File: config.mk
export PLATFORM = sky130hd
export DESIGN_NAME = vga_line_fetch_arbiter
export DESIGN_NICKNAME = d
export VERILOG_FILES = /design/src/rtl/vga_line_fetch_arbiter.sv
export SDC_FILE = /design/constraint.sdc
export NUM_CORES = 1
export LEC_CHECK = 0
export CORE_ASPECT_RATIO = 1.25
export CORE_MARGIN = 8
export CORE_UTILIZATION = 53
export DETAILED_ROUTE_END_ITERATION = 6
export HOLD_SLACK_MARGIN = 0.05
export PLACE_DENSITY = 0.8
export SLEW_MARGIN = 20
export SYNTH_ARGS = -nofsm -noshare
export SYNTH_HDL_FRONTEND = slang
export SYNTH_SLANG_ARGS = --single-unit
File: constraint.sdc
create_clock -name sys_clk -period 7.6 [get_ports sys_clk]
set_clock_uncertainty 0.05 [all_clocks]
set_input_delay 1.14 -clock sys_clk [delete_from_list [all_inputs] [get_ports sys_clk]]
set_output_delay 1.14 -clock sys_clk [all_outputs]
set_load 0.01 [all_outputs]
File: src/rtl/vga_line_fetch_arbiter.sv
// VGA line fetch arbiter: streams display lines from SDRAM into ping-pong
// line buffers in bursts and interleaves one CPU access between bursts.
module vga_line_fetch_arbiter #(
  parameter int unsigned BURST_LEN  = 16,
  parameter int unsigned MEM_AW     = 26,
  parameter int unsigned LINE_SHIFT = 10
) (
  input  logic              sys_clk,
  input  logic              sys_rst,
  input  logic              vga_mode,
  input  logic              line_req,
  input  logic              line_ab,
  input  logic [15:0]       line_addr,
  output logic              buf_we,
  output logic              buf_sel,
  output logic [9:0]        buf_addr,
  output logic [15:0]       buf_wdata,
  output logic              mem_req,
  input  logic              mem_ack,
  output logic              mem_we,
  output logic              mem_burst,
  output logic [MEM_AW-1:0] mem_addr,
  output logic [15:0]       mem_wdata,
  input  logic [15:0]       mem_rdata,
  input  logic              mem_rvalid,
  input  logic              cpu_req,
  input  logic              cpu_we,
  input  logic [MEM_AW-1:0] cpu_addr,
  input  logic [15:0]       cpu_wdata,
  output logic [15:0]       cpu_rdata,
  output logic              cpu_ack,
  output logic              busy,
  output logic              overrun
);

  localparam int unsigned WCW = 11;
  localparam int unsigned BCW = $clog2(BURST_LEN) + 1;
  localparam logic [WCW-1:0] NW_SHORT = WCW'(640);
  localparam logic [WCW-1:0] NW_LONG  = WCW'(1024);

  typedef enum logic [2:0] {
    IDLE,
    VGA_REQ,
    VGA_DATA,
    CPU_REQ,
    CPU_DATA
  } state_t;

  state_t            state;
  logic              req_q;
  logic [MEM_AW-1:0] base;
  logic              sel;
  logic [WCW-1:0]    nwords;
  logic [WCW-1:0]    word_cnt;
  logic [BCW-1:0]    beat_cnt;
  logic              pending;

  logic              line_edge;
  logic [MEM_AW-1:0] new_base;
  logic [MEM_AW-1:0] cur_base;
  logic              cur_sel;
  logic [WCW-1:0]    new_nwords;
  logic [WCW-1:0]    cur_nwords;
  logic [WCW-1:0]    eff_cnt;
  logic [WCW-1:0]    next_cnt;
  logic              burst_last;

  assign new_base = MEM_AW'({line_addr, {LINE_SHIFT{1'b0}}});

  // Line parameters as seen this cycle: a new request edge overrides the latched ones
  always_comb begin
    line_edge  = line_req & ~req_q;
    new_nwords = vga_mode ? NW_LONG : NW_SHORT;
    cur_base   = line_edge ? new_base : base;
    cur_sel    = line_edge ? line_ab : sel;
    cur_nwords = line_edge ? new_nwords : nwords;
    eff_cnt    = line_edge ? '0 : word_cnt;
    // Saturate at the line length so a restart inside a burst drops the surplus words
    next_cnt   = (eff_cnt < cur_nwords) ? eff_cnt + WCW'(1) : eff_cnt;
    burst_last = (beat_cnt == BCW'(BURST_LEN - 1));
  end

  // Request edge latch, arbitration FSM and all registered outputs
  always_ff @(posedge sys_clk) begin
    if (sys_rst) begin
      state     <= IDLE;
      req_q     <= 1'b0;
      base      <= '0;
      sel       <= 1'b0;
      nwords    <= NW_SHORT;
      word_cnt  <= '0;
      beat_cnt  <= '0;
      pending   <= 1'b0;
      busy      <= 1'b0;
      overrun   <= 1'b0;
      buf_we    <= 1'b0;
      buf_sel   <= 1'b0;
      buf_addr  <= '0;
      buf_wdata <= '0;
      mem_req   <= 1'b0;
      mem_we    <= 1'b0;
      mem_burst <= 1'b0;
      mem_addr  <= '0;
      mem_wdata <= '0;
      cpu_rdata <= '0;
      cpu_ack   <= 1'b0;
    end else begin
      req_q   <= line_req;
      buf_we  <= 1'b0;
      cpu_ack <= 1'b0;

      if (line_edge) begin
        base     <= new_base;
        sel      <= line_ab;
        nwords   <= new_nwords;
        word_cnt <= '0;
        pending  <= 1'b1;
        busy     <= 1'b1;
        if (pending) overrun <= 1'b1;
      end

      case (state)
        IDLE: begin
          if (pending) begin
            state     <= VGA_REQ;
            mem_req   <= 1'b1;
            mem_we    <= 1'b0;
            mem_burst <= 1'b1;
            mem_addr  <= cur_base + MEM_AW'(eff_cnt);
          end else if (cpu_req) begin
            state     <= CPU_REQ;
            mem_req   <= 1'b1;
            mem_we    <= cpu_we;
            mem_burst <= 1'b0;
            mem_addr  <= cpu_addr;
            mem_wdata <= cpu_wdata;
          end
        end

        VGA_REQ: begin
          if (mem_ack) begin
            mem_req   <= 1'b0;
            mem_burst <= 1'b0;
            beat_cnt  <= '0;
            state     <= VGA_DATA;
          end else if (line_edge) begin
            mem_addr  <= new_base;
          end
        end

        VGA_DATA: begin
          if (mem_rvalid) begin
            if (eff_cnt < cur_nwords) begin
              buf_we    <= 1'b1;
              buf_sel   <= cur_sel;
              buf_addr  <= eff_cnt[9:0];
              buf_wdata <= mem_rdata;
            end
            word_cnt <= next_cnt;
            beat_cnt <= beat_cnt + BCW'(1);
            if (burst_last) begin
              beat_cnt <= '0;
              if (next_cnt == cur_nwords) begin
                pending <= 1'b0;
                busy    <= 1'b0;
                state   <= IDLE;
              end else if (cpu_req) begin
                state     <= CPU_REQ;
                mem_req   <= 1'b1;
                mem_we    <= cpu_we;
                mem_burst <= 1'b0;
                mem_addr  <= cpu_addr;
                mem_wdata <= cpu_wdata;
              end else begin
                state     <= VGA_REQ;
                mem_req   <= 1'b1;
                mem_we    <= 1'b0;
                mem_burst <= 1'b1;
                mem_addr  <= cur_base + MEM_AW'(next_cnt);
              end
            end
          end
        end

        CPU_REQ: begin
          if (mem_ack) begin
            mem_req <= 1'b0;
            mem_we  <= 1'b0;
            if (mem_we) begin
              cpu_ack <= 1'b1;
              state   <= IDLE;
            end else begin
              state   <= CPU_DATA;
            end
          end
        end

        CPU_DATA: begin
          if (mem_rvalid) begin
            cpu_rdata <= mem_rdata;
            cpu_ack   <= 1'b1;
            state     <= IDLE;
          end
        end

        default: state <= IDLE;
      endcase
    end
  end

endmodule

==> metrics.md, run 1 <==
| Metric | Value |
|---|---|
| Global-route usage over all layers | 24.5% |
| TritonCTS Sinks | 151 |
| P&R area growth vs syn | 27.4% |
| Hold EP | mem_addr[4] |
| Reg-to-reg slack, setup | 1950 ps |
| Nets@finish | 1,334 |
| Sw frac | 34.3% |
| Vias per cell | 5.77 |
| Top Family by Delay on Critical Path | compound AO/OA/AOI/OAI gates |
| CTS tree | yes |
| Final WL | 25.9 mm |
| Most common cell after layout, fill and taps aside | clkdlybuf4s50_1 |
| Mapped Avg Cell Area | 8.13 µm² |
| Setup CP Type | input port to register |
| Clock latency at the later pin of the worst-skew pair | 430 ps |
| Worst hold start | mem_addr[4] |
| CTS buffer count | 17 |
| Slowest stage delay, CP | 650 ps |
| DP Wirelength | 19.1 mm |
| Final Slew Violations | 0 |
| Die height | 160 µm |
| Initial Util | 54.2% |
| # setup viols final | 0 |
| Initial drt markers | 559 |
| Max H-tree Level | 4 |
| Status | completed |
| Crit-path max FO | 44 |
| Hold buffers post-CTS | 0 |
| # fillers | 1,322 |
| Logic pwr share | 34.7% |
| Layout cell share with drive strength beyond 1 | 5.77% |
| DRT antenna net count | 0 |
| Cell Pwr Density | 250 mW/mm² |
| # DRC | 0 |
| Row cnt | 52 |
| Synth Warn # | 0 |
| Clock network power share | 30.3% |
| Clock Tree Root | clkbuf_16 |
| Die ar. | 0.0210 mm² |
| RSZ-0062 raised after global routing | false |
| Routability-driven placement congestion ratio | 0.972 |
| Number of enable flip-flop cells after synthesis | 0 |
| Net Count, Synth | 1,195 |
| CP Depth | 23 |
| PortBufs | 174 |
| Worst rel slew slack | 28.4% |
| Crit path required time | 7840 ps |
| Post-synthesis sequential area ratio | 34.4% |
| 1st-pass router iterations | 5 |
| Final Critical Period | 6510 ps |
| CP arrival | 6740 ps |
| WHS Path Cells | 2 |
| Max Clk Rate | 154 MHz |
| Ys flop type | dfxtp_1 |
| Deepest clock path buffer count | 2 |
| Worst Reg-to-Reg Cells | 18 |
| Number of global-route vias before repair | 8,240 |
| Switching power | 0.000959 W |
| RR Startpoint | req_q |
| Synth unique cells | 73 |
| Crit path buf inv count | 3 |
| Post-CTS Setup Bufs | 0 |
| Setup crit end kind | register |
| Final worst-path cycle share | 85.6% |
| Ant diodes | 0 |
| Max-cap violations | 0 |
| Hold WC Path Type | register to register |
| Asr flop ratio synth | 0% |
| Initial antenna violation count | 0 |
| Grt total ovfl | 0 |
| Wire per inst | 17.9 µm |
| Post-Synthesis Cells | 1,080 |
| Boundary Pins | 175 |
| Yosys reg bits | 151 |
| Final hold slack | 398 ps |
| Sequential fraction of design power | 35.0% |
| CTS-repair resized insts | 0 |
| R2R Path End | mem_addr[12] |
| Startpoint Class | input port |
| Most frequent cells in the layout | clkdlybuf4s50_1 (173), dfxtp_1 (151), nand2_1 (137), nor2_1 (127), a21oi_1 (84) |
| Final hold violation count | 0 |
| First-pass GRT wire length | 42.5 mm |
| Pleak | 4.21 nW |
| Reg clk slew, reported paths | 60 ps |
| Die width | 131 µm |
| Crit path cell chain | clkdlybuf4s50_1 -> nand2b_4 -> nand2_1 -> inv_1 -> ha_1 -> nand4_1 -> a211oi_4 -> o2111ai_4 -> and3_1 -> xnor2_1 -> ha_1 -> inv_1 -> fa_1 -> nor2b_1 -> o21ai_0 -> a21oi_1 -> o21a_1 -> o31ai_1 -> xor2_1 -> a222oi_1 -> o21ai_0 -> nor2_1 -> nor3_1 |
| Core area | 0.0162 mm² |
| Largest net degree at the start of global routing | 116 |
| Vias post-DR | 8,344 |
| Setup TNS Final | 0 ps |
| Cell-internal power | 0.00184 W |
| Slowest-stage cell, CP | o31ai_1 |
| Worst vdd ir | 0.000162 V |
| Worst-Margin Slew | 1070 ps |
| Cell area after synthesis | 0.00878 mm² |
## metal layers
layer  global-route usage [%]  up-vias  share of wire, %
li1                         -     4061                 -
met1                     28.2     3919                42
met2                     42.6      308                49
met3                     5.74       56               6.8
met4                     10.0        0               2.9
met5                        0        -                 0
## worst register-to-register path, stage by stage, from the launching register on
cell	delay, ps
dfxtp_1	440
nand2b_4	470
nand2_1	300
inv_1	170
ha_1	320
nand4_1	130
or4b_1	550
a311o_1	330
and3b_2	260
xnor2_1	110
ha_1	250
or4_1	470
o21a_1	220
o31ai_1	650
xor2_1	140
a222oi_1	300
o21ai_0	150
nor2_1	130
nor3_1	60
## sequential cells by signal, indices dropped and copies added, names as in the netlist, 3 cells and up
register / cells
cpu_rdata: 16
state: 3
mem_addr: 26
beat_cnt: 5
mem_wdata: 16
word_cnt: 11
buf_wdata: 16
buf_addr: 10
nwords: 11
base: 26
## layout make-up
type	count	area (µm²)	area share [%]
Sequential cell	151	3020	27.0
Clock buffer	20	447	3.99
Clock inverter	11	138	1.23
Timing Repair Buffer	185	1820	16.3
Tap cell	216	270	2.42
Multi-Input combinational cell	839	5390	48.2
Inverter	25	93.8	0.839
## Yosys cell counts, drive strengths merged (4+ instances only)
| cell type | number | area share, % |
|---|---|---|
| nand3 | 24 | 1.4 |
| nand2 | 137 | 5.9 |
| o31ai | 4 | 0.34 |
| a31oi | 24 | 2.1 |
| nor2b | 23 | 1.7 |
| a22oi | 6 | 0.51 |
| and2 | 21 | 1.5 |
| nor2 | 127 | 5.4 |
| ha | 30 | 4.3 |
| o21bai | 8 | 0.68 |
| o22ai | 6 | 0.43 |
| buf | 18 | 1.2 |
| a311oi | 4 | 0.40 |
| nand4 | 14 | 1.0 |
| o21ai | 33 | 1.9 |
| or2 | 4 | 0.28 |
| nand2b | 44 | 3.2 |
| xor2 | 22 | 2.2 |
| clkbuf | 47 | 2.0 |
| a21o | 7 | 0.60 |
| or3 | 10 | 0.71 |
| dfxtp | 151 | 34 |
| a222oi | 12 | 1.4 |
| inv | 25 | 1.1 |
| a211oi | 14 | 1.7 |
| a21oi | 84 | 4.8 |
| nor3 | 18 | 1.0 |
| xnor2 | 50 | 5.0 |
| nor4 | 4 | 0.46 |
| o21a | 5 | 0.43 |
| and3 | 10 | 0.71 |
| mux2i | 45 | 5.1 |
## worst max-delay path by stage
stage / slack [ps] / to / startpoint
2_1_floorplan: 1910 / mem_addr[12] / line_req
3_3_place_gp: 950 / mem_addr[12] / line_req
3_5_place_dp: 760 / mem_addr[12] / line_req
4_1_cts: 1140 / mem_addr[12] / line_req
5_1_grt: 580 / mem_addr[12] / line_req
6_report: 1090 / mem_addr[12] / line_req
## power groups by stage
stage	registers (W)	clock network (W)	logic (W)
after floorplan	0.00102	0	0.000545
after global placement	0.000993	0	0.000953
after detailed placement	0.000997	0	0.000961
after CTS	0.000980	0.000860	0.000970
after global routing	0.000996	0.000895	0.00105
final	0.000981	0.000848	0.000971
## metrics by stage
| stage | power (W) | util (%) | instance area (µm²) | std cells | worst slack (ps) |
|---|---|---|---|---|---|
| floorplan | 0.00157 | - | 8780 | 1080 | 1910 |
| finish | 0.00280 | 69.1 | 11200 | 1447 | 1090 |
| global placement | 0.00195 | 65.4 | 10600 | 1416 | 948 |
| global route | 0.00295 | 69.1 | 11200 | 1447 | 582 |
| CTS | 0.00281 | 69.0 | 11200 | 1447 | 1140 |
| detailed placement | 0.00196 | 65.4 | 10600 | 1416 | 759 |
## cells by family (layout without fill, tap and decap cells)
kind of cell / Yosys count / count (layout) / synth area share [%]
XOR/XNOR: 73 / 73 / 7.44
adder cells (fa/ha/maj): 34 / 34 / 4.96
AO/OA/AOI/OAI: 235 / 235 / 18.9
AND/OR/NAND/NOR: 452 / 452 / 24.9
flip-flops: 151 / 151 / 34.4
buffers and inverters: 90 / 241 / 4.23
multiplexers: 45 / 45 / 5.13
(Power assumes the default switching activity.)
==> run 2: changes to the inputs <==
--- a/config.mk
+++ b/config.mk
@@ -5,11 +5,10 @@
 export SDC_FILE = /design/constraint.sdc
 export NUM_CORES = 1
 export LEC_CHECK = 0
-export CORE_ASPECT_RATIO = 1.25
-export CORE_MARGIN = 8
 export CORE_UTILIZATION = 53
 export DETAILED_ROUTE_END_ITERATION = 6
 export HOLD_SLACK_MARGIN = 0.05
+export MAX_ROUTING_LAYER = met4
 export PLACE_DENSITY = 0.8
 export SLEW_MARGIN = 20
 export SYNTH_ARGS = -nofsm -noshare
==> run 2 against run 1 <==
Net effect: fmax grew 0.13%; clock power shrank 3.2%; non-clock buffer count grew 1; critical path depth is the same; routed wire length shrank 5.8%; cell area is essentially flat; utilization grew 0.82 points; via count shrank 1.5%; worst hold slack gained 5.1 ps; first-iteration DRC count grew 17%; die area shrank 19%; critical endpoint unchanged; largest power group unchanged.
==> metrics.md, run 2 (same netlist as run 1, synthesis figures left out) <==
| Metric | Value |
|---|---|
| Clock latency at the later pin of the worst-skew pair | 430 ps (about the same) |
| Worst Reg-to-Reg Cells | 18 (unchanged) |
| DP Wirelength | 17.7 mm (-7.3%) |
| Post-CTS Setup Bufs | 0 (unchanged) |
| Row cnt | 46 (-12%) |
| Die ar. | 0.0171 mm² (-19%) |
| TritonCTS Sinks | 151 (unchanged) |
| Most common cell after layout, fill and taps aside | clkdlybuf4s50_1 |
| Final hold violation count | 0 (unchanged) |
| PortBufs | 174 (unchanged) |
| Global-route usage over all layers | 29.7% (+5.2 points) |
| Die width | 131 µm (-0.31%) |
| Hold WC Path Type | register to register |
| Pleak | 4.21 nW (about the same) |
| Crit path required time | 7840 ps (about the same) |
| Max Clk Rate | 154 MHz (+0.13%) |
| Final Critical Period | 6500 ps (-8.35 ps) |
| RR Startpoint | req_q |
| Initial Util | 54.9% (+0.68 points) |
| 1st-pass router iterations | 6 (+1) |
| Final WL | 24.4 mm (-5.8%) |
| Grt total ovfl | 0 (unchanged) |
| Most frequent cells in the layout | clkdlybuf4s50_1 (173), dfxtp_1 (151), nand2_1 (137), nor2_1 (127), a21oi_1 (84) |
| CTS-repair resized insts | 0 (unchanged) |
| Core area | 0.0160 mm² (-1.2%) |
| Worst-Margin Slew | 1060 ps (-16.6 ps) |
| RSZ-0062 raised after global routing | false |
| Number of global-route vias before repair | 7,392 (-10%) |
| Routability-driven placement congestion ratio | 0.907 (-6.6%) |
| DP Worst Slack | 757 ps (-2.02 ps) |
| # DRC | 0 (unchanged) |
| Final worst-path cycle share | 85.5% (-0.11 points) |
| Worst rel slew slack | 29.5% (+1.1 points) |
| Boundary Pins | 175 (unchanged) |
| Max H-tree Level | 4 (unchanged) |
| Max-cap violations | 0 (unchanged) |
| Setup crit end kind | register |
| Setup TNS Final | 0 ps (unchanged) |
| Largest net degree at the start of global routing | 112 (-3.4%) |
| Worst setup path endpoint | mem_addr[12] |
| Wire per inst | 16.8 µm (-5.9%) |
| Crit path cell chain | clkdlybuf4s50_1 -> nand2b_4 -> nand2_1 -> inv_1 -> ha_1 -> nand4_1 -> a211oi_4 -> o2111ai_4 -> and3_1 -> xnor2_1 -> ha_1 -> inv_1 -> fa_1 -> nor2b_1 -> o21ai_0 -> a21oi_1 -> o21a_1 -> o31ai_1 -> xor2_1 -> a222oi_1 -> o21ai_0 -> nor2_1 -> nor3_1 |
| Reg clk slew, reported paths | 70 ps (about the same) |
| Startpoint Class | input port |
| Slowest-stage cell, CP | o31ai_1 |
| Setup CP Type | input port to register |
| Final setup margin | 1100 ps (+8.35 ps) |
| First-pass GRT wire length | 38.2 mm (-10%) |
| Hold buffers post-CTS | 0 (unchanged) |
| P&R area growth vs syn | 27.3% (about the same) |
| Ant diodes | 0 (unchanged) |
| Reg-to-reg slack, setup | 1930 ps (-20 ps) |
| # fillers | 1,326 (+0.30%) |
| Clock Tree Root | clkbuf_16 |
| DRT antenna net count | 0 (unchanged) |
| Initial drt markers | 656 (+17%) |
| Initial antenna violation count | 0 (unchanged) |
| Slowest stage delay, CP | 620 ps (-30 ps) |
| Crit-path max FO | 43 (-2.3%) |
| Cell Pwr Density | 247 mW/mm² (-1.2%) |
| CTS tree | yes |
| Worst vdd ir | 0.000156 V (-3.8%) |
| Vias post-DR | 8,220 (-1.5%) |
| Nets@finish | 1,335 (+0.075%) |
| Regs by FF count | base (26), mem_addr (26) |
| Final Slew Violations | 0 (unchanged) |
| Layout cell share with drive strength beyond 1 | 5.92% (+0.15 points) |
| Deepest clock path buffer count | 2 (unchanged) |
| Total power | 0.00277 W (-1.2%) |
| R2R Path End | mem_addr[12] |
| CP startpoint | line_req |
| Die height | 131 µm (-18%) |
| # setup viols final | 0 (unchanged) |
| CP arrival | 6730 ps (about the same) |
| Vias per cell | 5.67 (-1.6%) |
| Status | completed |
| CTS buffer count | 17 (unchanged) |
## run 2: cell type report
cell class | instances | area, µm² | area share (%)
well taps | 216 | 270 | 2.42
clock buffers | 20 | 457 | 4.08
inverters | 25 | 93.8 | 0.839
multi-input cells | 839 | 5390 | 48.2
repair buffers | 186 | 1830 | 16.4
clock inverters | 12 | 116 | 1.04
flip-flops and latches | 151 | 3020 | 27.0
## run 2: how the worst min path moves through the flow
stage                        startpoint            end  cells past startpoint
after floorplan                base[10]       base[10]                      2
after global placement    cpu_rdata[14]  cpu_rdata[14]                      2
after CTS                  buf_wdata[2]   buf_wdata[2]                      2
after detailed placement   buf_wdata[2]   buf_wdata[2]                      2
after global routing       cpu_rdata[7]   cpu_rdata[7]                      2
final                      cpu_rdata[0]   cpu_rdata[0]                      2
## run 2: routing by layer
metal	track usage [%]	part of all wire [%]
met5	-	0
met2	44.7	44
met3	6.43	8.7
met4	11.2	2.2
met1	38.8	45
## run 2: critical path, delay by kind of cell
kind	cells	cell delay, ps
compound gates	8	2390
xor+xnor	2	310
fa+ha+maj	3	740
buf+inv	3	820
simple gates	7	1320
## run 2: power by group
part           switching (W)  internal, W
registers          0.0000737     0.000905
clock network       0.000349     0.000472
logic               0.000526     0.000440
total               0.000949      0.00182
## run 2: metrics by stage
step                std cells  utilization [%]  hold slack, ps  instance area, µm²
floorplan                1080                -             394                8780
global placement         1417             66.3             391               10600
detailed placement       1417             66.3             396               10600
CTS                      1449             69.9             405               11200
global route             1449             69.9             419               11200
finish                   1449             69.9             404               11200
